===== config.mk =====
export PLATFORM = sky130hd
export DESIGN_NAME = msg_stream_sink
export DESIGN_NICKNAME = d
export VERILOG_FILES = /design/src/rtl/msg_pkg.sv /design/src/rtl/sync_fifo.sv /design/src/rtl/msg_stream_sink.sv
export SDC_FILE = /design/constraint.sdc
export NUM_CORES = 1
export LEC_CHECK = 0
export CAP_MARGIN = 20
export CELL_PAD_IN_SITES_DETAIL_PLACEMENT = 1
export CELL_PAD_IN_SITES_GLOBAL_PLACEMENT = 1
export CORE_MARGIN = 4
export CORE_UTILIZATION = 42
export DETAILED_ROUTE_END_ITERATION = 10
export GPL_ROUTABILITY_DRIVEN = 0
export PLACE_DENSITY = 0.84
export SLEW_MARGIN = 20
export SYNTH_ARGS = -nofsm -noshare
export SYNTH_HDL_FRONTEND = slang
export SYNTH_SLANG_ARGS = --single-unit

===== constraint.sdc =====
create_clock -name clk -period 3.7 [get_ports clk]
set_input_delay 1.11 -clock clk [delete_from_list [all_inputs] [get_ports clk]]
set_output_delay 1.11 -clock clk [all_outputs]
set_load 0.005 [all_outputs]

===== src/rtl/msg_pkg.sv =====
// Shared types and default address map for the message stream sink.
package msg_pkg;

    typedef enum logic [1:0] {
        IDLE,
        STREAM,
        DRAIN,
        DONE
    } msg_state_t;

    localparam logic [31:0] MSG_BASE_DEF  = 32'h0000_4600;
    localparam logic [31:0] MSG_LIMIT_DEF = 32'h0000_5000;
    localparam logic [31:0] END_ADR_DEF   = 32'h0000_5200;

endpackage


===== src/rtl/sync_fifo.sv =====
// First-word-fall-through FIFO; pointers carry one extra wrap bit so count = wptr - rptr.
module sync_fifo #(
    parameter int WIDTH = 8,
    parameter int DEPTH = 16
) (
    input  logic                     clk,
    input  logic                     reset,
    input  logic                     push,
    input  logic                     pop,
    input  logic [WIDTH-1:0]         din,
    output logic [WIDTH-1:0]         dout,
    output logic                     full,
    output logic                     empty,
    output logic                     push_ok,
    output logic [$clog2(DEPTH):0]   count
);

    localparam int AW = $clog2(DEPTH);
    localparam logic [AW:0] DEPTH_CNT = (AW + 1)'(DEPTH);

    logic [AW:0]      wptr;
    logic [AW:0]      rptr;
    logic [WIDTH-1:0] mem [DEPTH];
    logic             rd_en;

    assign count   = wptr - rptr;
    assign full    = (count == DEPTH_CNT);
    assign empty   = (count == '0);
    // A full FIFO still takes a byte when the head leaves in the same cycle.
    assign push_ok = push && (!full || pop);
    assign rd_en   = pop && !empty;
    assign dout    = empty ? '0 : mem[rptr[AW-1:0]];

    always_ff @(posedge clk or posedge reset) begin
        if (reset) begin
            wptr <= '0;
            rptr <= '0;
        end else begin
            if (push_ok) wptr <= wptr + 1'b1;
            if (rd_en)   rptr <= rptr + 1'b1;
        end
    end

    always_ff @(posedge clk) begin
        if (push_ok) mem[wptr[AW-1:0]] <= din;
    end

endmodule


===== src/rtl/msg_stream_sink.sv =====
// Captures processor stores into the message window and streams them out as bytes.
// Define MSG_STREAM_COUNT_EN to add the saturating byte_count output.
module msg_stream_sink
    import msg_pkg::*;
#(
    parameter int          DEPTH     = 16,
    parameter logic [31:0] MSG_BASE  = MSG_BASE_DEF,
    parameter logic [31:0] MSG_LIMIT = MSG_LIMIT_DEF,
    parameter logic [31:0] END_ADR   = END_ADR_DEF
) (
    input  logic        clk,
    input  logic        reset,
    input  logic [31:0] DataAdr,
    input  logic [31:0] WriteData,
    input  logic        MemWrite,
    output logic [7:0]  out_data,
    output logic        out_valid,
    input  logic        out_ready,
    output logic        full,
    output logic        overflow,
    output logic        done,
`ifdef MSG_STREAM_COUNT_EN
    output logic [15:0] byte_count,
`endif
    output msg_state_t  state_dbg
);

    // out_valid/out_ready: a byte moves on every rising edge where both are high;
    // out_data is held stable while out_valid is high and no pop occurs.

    msg_state_t state, state_next;
    logic                   cap, endw, push_req, push_ok, pop, empty;
    logic [$clog2(DEPTH):0] count;
    logic                   unused_hi;

    assign unused_hi = ^WriteData[31:8];

    assign cap  = MemWrite && (DataAdr >= MSG_BASE) && (DataAdr <= MSG_LIMIT)
                  && (state != DONE) && (state != DRAIN);
    assign endw = MemWrite && (DataAdr >= END_ADR);
    // End-of-message takes priority if the windows were ever configured to overlap.
    assign push_req  = cap && !endw;
    assign out_valid = !empty && (state != DONE);
    assign pop       = out_valid && out_ready;
    assign done      = (state == DONE);
    assign state_dbg = state;

    sync_fifo #(
        .WIDTH (8),
        .DEPTH (DEPTH)
    ) u_fifo (
        .clk     (clk),
        .reset   (reset),
        .push    (push_req),
        .pop     (pop),
        .din     (WriteData[7:0]),
        .dout    (out_data),
        .full    (full),
        .empty   (empty),
        .push_ok (push_ok),
        .count   (count)
    );

    always_comb begin
        state_next = state;
        case (state)
            IDLE: begin
                if (endw)     state_next = DRAIN;
                else if (cap) state_next = STREAM;
            end
            STREAM: if (endw)        state_next = DRAIN;
            DRAIN:  if (count == '0) state_next = DONE;
            DONE:   state_next = DONE;
            default: state_next = IDLE;
        endcase
    end

    always_ff @(posedge clk or posedge reset) begin
        if (reset) begin
            state    <= IDLE;
            overflow <= 1'b0;
        end else begin
            state <= state_next;
            if (push_req && !push_ok) overflow <= 1'b1;
        end
    end

`ifdef MSG_STREAM_COUNT_EN
    always_ff @(posedge clk or posedge reset) begin
        if (reset) byte_count <= '0;
        else if (push_ok && (byte_count != 16'hFFFF)) byte_count <= byte_count + 16'd1;
    end
`endif

endmodule


==> results of run 1 <==
kinds of logic (layout without fill, tap and decap cells):
| family | count (synthesis) | count (layout) | share of synthesized area (%) |
|---|---|---|---|
| compound gates | 18 | 18 | 2.71 |
| xor+xnor | 11 | 11 | 1.85 |
| fa+ha+maj | 9 | 9 | 1.89 |
| buf+inv | 20 | 135 | 1.36 |
| flops | 141 | 141 | 70.0 |
| mux | 42 | 42 | 15.6 |
| simple gates | 65 | 65 | 6.68 |
power groups by stage:
| stage | sequential [W] | combinational, W | clock (W) |
|---|---|---|---|
| 2_1_floorplan | 0.00183 | 0.000924 | 0 |
| 3_3_place_gp | 0.00184 | 0.00143 | 0 |
| 3_5_place_dp | 0.00184 | 0.00149 | 0 |
| 4_1_cts | 0.00181 | 0.00151 | 0.00159 |
| 5_1_grt | 0.00181 | 0.00162 | 0.00168 |
| 6_report | 0.00181 | 0.00151 | 0.00157 |
through the flow:
step | instances | total power (W) | utilization (%) | setup slack, ns | cell area [µm²]
3_3_place_gp | 557 | 0.00327 | 50.5 | 0.0404 | 7000
5_1_grt | 601 | 0.00512 | 55.3 | -0.138 | 7670
3_5_place_dp | 557 | 0.00333 | 50.5 | -0.117 | 7000
2_1_floorplan | 306 | 0.00275 | - | 0.0892 | 5960
4_1_cts | 600 | 0.00492 | 55.2 | -0.0344 | 7670
6_report | 601 | 0.00489 | 55.3 | -0.0718 | 7670
worst reg2reg max path: cells and delay by family (launching register included):
family | cells | cell delay [ns]
buf+inv | 5 | 0.58
mux | 1 | 0.30
compound gates | 1 | 0.36
fa+ha+maj | 1 | 0.21
simple gates | 3 | 0.79
flops | 1 | 0.40
sequential cells by signal, indices dropped and copies added, names as in the netlist:
register / cells
overflow: 1
state_dbg: 2
u_fifo.mem: 128
u_fifo.rptr: 5
u_fifo.wptr: 5
placed cells by master, fill, tap and decap left out, types with 3 or more instances in the layout:
cell type,netlist,routed
edfxtp_1,128,128
inv_1,6,3
xnor2_1,4,4
xor2_1,6,6
dfrtp_1,13,12
inv_6,0,3
nor2_1,5,5
ha_1,9,7
buf_6,0,7
clkdlybuf4s50_1,0,48
inv_2,1,4
and2_1,5,5
buf_4,0,25
nor3_1,4,4
clkbuf_16,0,17
nor4_1,7,7
buf_12,0,8
nand3_1,3,3
nor2b_1,12,11
buf_2,5,8
and3_1,12,12
mux4_2,40,40
nand2_1,6,6
final timing paths:
path / to / start / slack [ns] / cells after the start
setup / recovery: out_data[5] / u_fifo.rptr[1] / -0.07 / 9
hold / removal: u_fifo.rptr[4] / u_fifo.rptr[4] / 0.53 / 1
setup reg to reg: u_fifo.rptr[1] / u_fifo.rptr[1] / 0.96 / 11
hold reg to reg: u_fifo.rptr[4] / u_fifo.rptr[4] / 0.53 / 1
max in group asynchronous: u_fifo.rptr[0] / reset / 2.24 / 2
min in group asynchronous: state_dbg[0] / reset / 1.05 / 2
final cells by class:
cell class / instances / area share, %
clock buffers: 19 / 5.64
clock inverters: 12 / 1.48
inverters: 7 / 0.342
multi-input cells: 145 / 22.8
flip-flops and latches: 141 / 54.3
well taps: 180 / 2.93
repair buffers: 97 / 12.5
per-layer routing:
| layer | track usage [%] | wire, µm |
|---|---|---|
| met2 | 32.3 | 7580 |
| met1 | 25.4 | 6050 |
| met3 | 3.47 | 638 |
| met4 | 6.88 | 225 |
| met5 | 0 | 0 |
timing repair:
action                     in CTS  in global routing
setup endpoints to repair       9                  9
buffers inserted               11                  1
hold buffers                    0                  0
hold endpoints to repair        0                  0
pin swaps                       5                  1
resized for setup              50                  0
gates cloned                    1                  0
==> summary by stage, run 1 <==
Run status
The run finished, with violations left. The checks that failed: negative setup slack.

Synth
Counting distinct cell types in the post-synthesis netlist gives 45. The share of the synthesized area in the top cell type is 64.5%. Counting instances in the post-synthesis netlist gives the leading cell types as edfxtp_1, mux4_2, dfrtp_1. Summed over all instances, the cell type with the most area after synthesis is edfxtp_1.

The cell count after synthesis came out at about 310. After synthesis the netlist holds a flip-flop and latch count of 141. The number of nets produced by synthesis is ~380. The average instance area after synthesis is between 15 and 20 µm². The number of enable-type register cells in the synthesized netlist is 128. The total standard cell area after synthesis is roughly 6000 µm². The most used flip-flop cell after synthesis is edfxtp_1. The count of yosys warnings during synthesis is 0. edfxtp_1 is the most common cell in the netlist. The share of synthesized registers carrying an async set or reset is under 10%. In the post-synthesis netlist, the biggest area contributors are edfxtp_1, mux4_2, dfrtp_1, ha_1, and3_1.

The share of the Yosys chip area taken by registers is ~70%.

Power and ir drop
The total power density per cell area is approximately 640 nW/µm². Of the total power, the share spent switching nets is between 20% and 30%. The clock group share of total power is roughly a third. The static leakage is roughly 2.7 nW. In this run, the combinational gates consume a little over 30% of the power. The proportion of power drawn by flip-flops and latches is between 30 and 40%. The switching power is ~0.0014 W. The internal power of the cells totals between 0.003 and 0.004 W. The highest ir drop seen on vdd is 0.393 mV.

GRT
The maximum number of pins on one net before global-route repair is 36. The first global-routing pass estimated 22800 µm of wire. The number of antenna violations at the first check in global routing was 0. The overall global routing resource usage is roughly a fifth. The via count of the first global-routing pass is between 3000 and 4000. Summed over all layers, the global routing overflow is 0.

Finish
The post-synthesis to final-layout area growth is 28.8%. The fraction of layout cells with a size suffix above 1 is 32.1%. 0 antenna diodes ended up in the layout. The register cell area after layout is approximately 4200 µm².

The filler cell count is 1279. The final layout net count is just under 500. The area used by multi-input combinational logic is approximately 1700 µm².

Drt
For this run, design rule violations remaining after detail routing come to 0. The via density per instance is roughly 5.5. The detail route stage leaves a number of antenna-violating nets equal to 0. For this block, the initial DRC count from the detailed router was 277. Wires add up to around 14000 µm. The first detailed-routing pass took 5 iterations.

The mean routed wirelength per cell is 24.1 µm. The count of vias placed by the detailed router is between 3000 and 4000.

Die
From bottom edge to top edge, the die measures about 130 µm. The number of rows created at floorplan is between 40 and 50. The floorplan die width is roughly 130 µm.

The count of pins on the block boundary is ~80. The total die area is between 15000 and 20000 µm². The area inside the core boundary is 13900 µm².

For this configuration, the core starts out at a cell density of between 40 and 50%.

Worst setup path
The required time reported for the critical path endpoint is 2.59 ns. On the critical path, the stage with the largest delay is an instance of or4_4. Counting stages on the worst path, the most repeated cell is buf_6. The critical path start-end classification is flip-flop to output pin. The number of buffers and inverters on the critical path is 4. The critical path goes through inv_2, ha_4, and3b_1, or4_4, a211oi_4, buf_6, buf_6, nor2b_1, buf_2. The data arrival time at the worst-slack endpoint is approximately 2.7 ns. The family with the most delay on the worst path is simple AND/OR/NAND/NOR gates.

The kind of launch point of the worst setup path is a flip-flop. On the worst path, the slowest cell contributes a delay of 0.52 ns. Along the worst path, the maximum fanout reaches 4. The type of element capturing the critical path is an output pin.

Clocking
The number of buffers on the longest clock path is 2. The CTS sink count is ~140. The H-tree was split into 4 levels. The clock network latency to the later pin of the worst-skew pair is around 0.41 ns. The total clock buffers created by CTS is 17. The root buffer cell is clkbuf_16.

The clock-pin slew of the registers on the worst-case setup and hold paths is around 0.060 ns. TritonCTS built the clock tree.

Timing
Setup repair after global routing could not meet its margin everywhere. The post-route worst setup slack is -0.0718 ns. Of the available clock period, the critical path in the final layout requires 102%. The number of endpoints failing setup at the final stage is 7. The clock tree skew after final layout is approximately 0.0092 ns.

Derived from the worst setup path, the maximum achievable clock frequency is 0.265 GHz. For the pin with the worst max-slew slack, the measured transition is between 0.6 and 0.7 ns. Setup total negative slack on the finished layout was measured at -0.273 ns. The worst-case hold slack is between 0.5 and 0.6 ns. The total count of hold-check failures in the final report was 0.

The normalized max-slew margin is 56.9%. The time the final worst path needs with I/O delays and setup is between 3 and 4 ns. The final count of pins violating max slew is 0.

Placement
The count of buffers added on input and output ports is between 50 and 60. Detailed placement ended at an HPWL of around 9700 µm.

Run
The max-cap check violation count is 0.

Worst hold path
The tightest min-delay check is of the flip-flop to flip-flop type.
Power figures use the tool's default switching activity.
==> inputs of run 2 (changes only) <==
SETUP_SLACK_MARGIN = 0.02   (was default)
TNS_END_PERCENT = 100   (was default)
==> summary by stage, run 2 (synthesis gave the netlist of run 1 again) <==
GRT
The remaining global-route overflow was 0 (unchanged). The overall global routing resource usage is 19.2% (unchanged). The via count of the first global-routing pass is 3714 (was 3712). The first-pass GRT wire length is 22800 µm (about the same). The number of antenna violations at the first check in global routing is 0 (unchanged).

The maximum number of pins on one net before global-route repair came to 36 (unchanged).

Finish
Commonest non-fill, non-tap cells in the layout: edfxtp_1, clkdlybuf4s50_1, mux4_2 (unchanged). The post-synthesis to final-layout area growth is 28.7% (was 28.8%). The final layout net count came to 486 (unchanged). The antenna cell count was 0 (unchanged).

The number of flip-flops in the largest register is 128 (unchanged). The most common library cell in the layout ignoring fill and taps was edfxtp_1 (unchanged). The final instance area was 7670 µm² (about the same). The fraction of layout cells with a size suffix above 1 is 32.1% (unchanged).

Timing
The clock tree skew after final layout is 0.00723 ns (was 0.00919 ns). The normalized max-slew margin is 58.8% (was 56.9%). The time the final worst path needs with I/O delays and setup is 3.77 ns (about the same). The total count of hold-check failures in the final report is 0 (unchanged). The final-layout setup total negative slack is -0.324 ns (was -0.273 ns). The fmax is 0.265 GHz (about the same).

Setup repair after global routing missed its margin: true (unchanged). The transition at the pin with the smallest max-transition slack is 0.616 ns (was 0.644 ns). The final count of pins violating max slew came to 0 (unchanged). The post-route worst setup slack came to -0.0727 ns (was -0.0718 ns).

The portion of the clock cycle consumed by the worst path in the final layout came to 102% (about the same). The number of endpoints failing setup at the final stage is 7 (unchanged).

Drt
The count of vias placed by the detailed router is 3274 (was 3291). The remaining antenna violation count was 0 (unchanged). The met1 wire length was 5990 µm (was 6050 µm). The iteration-0 DRC count of the detailed router came to 285 (was 277). The wire length on met3 was 691 µm (was 638 µm).

The via density per instance is 5.45 (was 5.48). The length of routed met2 wiring is 7590 µm (was 7580 µm). The detailed-route DRC error count is 0 (unchanged). The uppermost layer routed is met4 (unchanged). The number of detailed-route iterations in the first pass came to 4 (was 5).

The mean routed wirelength per cell is 24.1 µm (about the same). The detailed-route wire length is 14500 µm (about the same).

Worst setup path
The count of cells along the worst register-to-register path came to 11 (unchanged). The type of element capturing the critical path is an output pin (unchanged). List of cells traversed by the critical path: inv_2, ha_4, a21o_1, or4_4, a211oi_4, buf_6, buf_4, nor2b_1, buf_2 (was inv_2, ha_4, and3b_1, or4_4, a211oi_4, buf_6, buf_6, nor2b_1, buf_2).

The family with the most delay on the worst path is simple AND/OR/NAND/NOR gates (unchanged). The kind of launch point of the worst setup path was a flip-flop (unchanged). The critical path start-end classification is flip-flop to output pin (unchanged). The delay contributed by the slowest stage of the critical path came to 0.55 ns (was 0.52 ns). The required time reported for the critical path endpoint is 2.59 ns (about the same). The maximum net fanout on the critical path came to 4 (unchanged). The data arrival time at the worst-slack endpoint was 2.66 ns (about the same). The slowest cell on the critical path is or4_4 (unchanged). The path length in cells of the critical path is 9 (unchanged).

The number of buffers and inverters on the critical path is 4 (unchanged).

Clocking
The CTS tree is yes (unchanged). The clock-pin slew of the registers on the worst-case setup and hold paths came to 0.06 ns (about the same). The number of H-tree levels is 4 (unchanged). The root buffer cell is clkbuf_16 (unchanged). The clock network latency to the later pin of the worst-skew pair is 0.41 ns (about the same). The total clock buffers created by CTS is 17 (unchanged). The CTS sink count was 141 (unchanged). The number of buffers on the longest clock path was 2 (unchanged). The post-cts hold buffer count is 0 (unchanged).

Power and ir drop
The total power density per cell area was 637 nW/µm² (was 638 nW/µm²). The static leakage is 2.68 nW (about the same). The highest ir drop seen on vdd came to 0.389 mV (was 0.393 mV).

Worst hold path
The kind of path behind the tightest hold check was flip-flop to flip-flop (unchanged). The cell count of the worst hold path is 1 (unchanged).

Placement
The cell area reported after detailed placement was 7000 µm² (unchanged). The final HPWL from detailed placement is 9680 µm (unchanged). The port buffer count is 57 (unchanged). The minimum setup slack after placement is -0.117 ns (unchanged).

Die
The total die area came to 16200 µm² (unchanged). The overall die height is 127 µm (unchanged). The area inside the core boundary is 13900 µm² (unchanged).

The count of pins on the block boundary was 82 (unchanged). The starting density of the core is 42.9% (unchanged). The floorplan die width is 127 µm (unchanged).

The number of rows created at floorplan is 43 (unchanged).

Run
The max-cap check violation count was 0 (unchanged).

Run status
Result of the run: finished with violations (unchanged). Violated checks: negative setup slack (unchanged).
-- run 2: timing repair --
| item | 4_1_cts | 5_1_grt |
|---|---|---|
| pin swaps | 5 | 1 |
| buffers inserted | 11 | 1 |
| setup endpoints to repair | 9 | 9 |
| cloned | 1 | 0 |
| resized for setup | 49 | 0 |
-- run 2: final timing paths --
path | startpoint | endpoint | slack (ns)
worst max register to register | u_fifo.rptr[2] | u_fifo.rptr[1] | 0.94
worst min register to register | u_fifo.rptr[4] | u_fifo.rptr[4] | 0.53
max in group asynchronous | reset | u_fifo.rptr[0] | 2.24
worst min-delay path | u_fifo.rptr[4] | u_fifo.rptr[4] | 0.53
worst max-delay path | u_fifo.rptr[2] | out_data[6] | -0.07
min in group asynchronous | reset | state_dbg[0] | 1.06
-- run 2: final cells by class --
cell class	count	area (µm²)
Inverter	7	26.3
Tap cell	180	225
Sequential cell	141	4170
Clock inverter	12	114
Clock buffer	19	433
Fill cell	1278	6210
Timing Repair Buffer	97	953
Multi-Input combinational cell	145	1750
-- run 2: report_power, final --
group / switching, W / internal (W) / total, W
clock network: 0.000641 / 0.000927 / 0.00157
logic: 0.000677 / 0.000830 / 0.00151
registers: 0.0000388 / 0.00177 / 0.00181
-- run 2: stage by stage --
step / total power [W] / cells / hold slack, ns / util [%]
2_1_floorplan: 0.00275 / 306 / 0.451 / -
3_3_place_gp: 0.00327 / 557 / 0.442 / 50.5
3_5_place_dp: 0.00333 / 557 / 0.508 / 50.5
4_1_cts: 0.00491 / 600 / 0.509 / 55.2
5_1_grt: 0.00512 / 601 / 0.552 / 55.3
6_report: 0.00489 / 601 / 0.535 / 55.3
-- run 2: metal layers --
layer	GRT usage, %	vias up
met2	32.3	102
met5	0	-
met1	25.3	1692
li1	-	1464
met4	6.88	0
met3	3.47	16
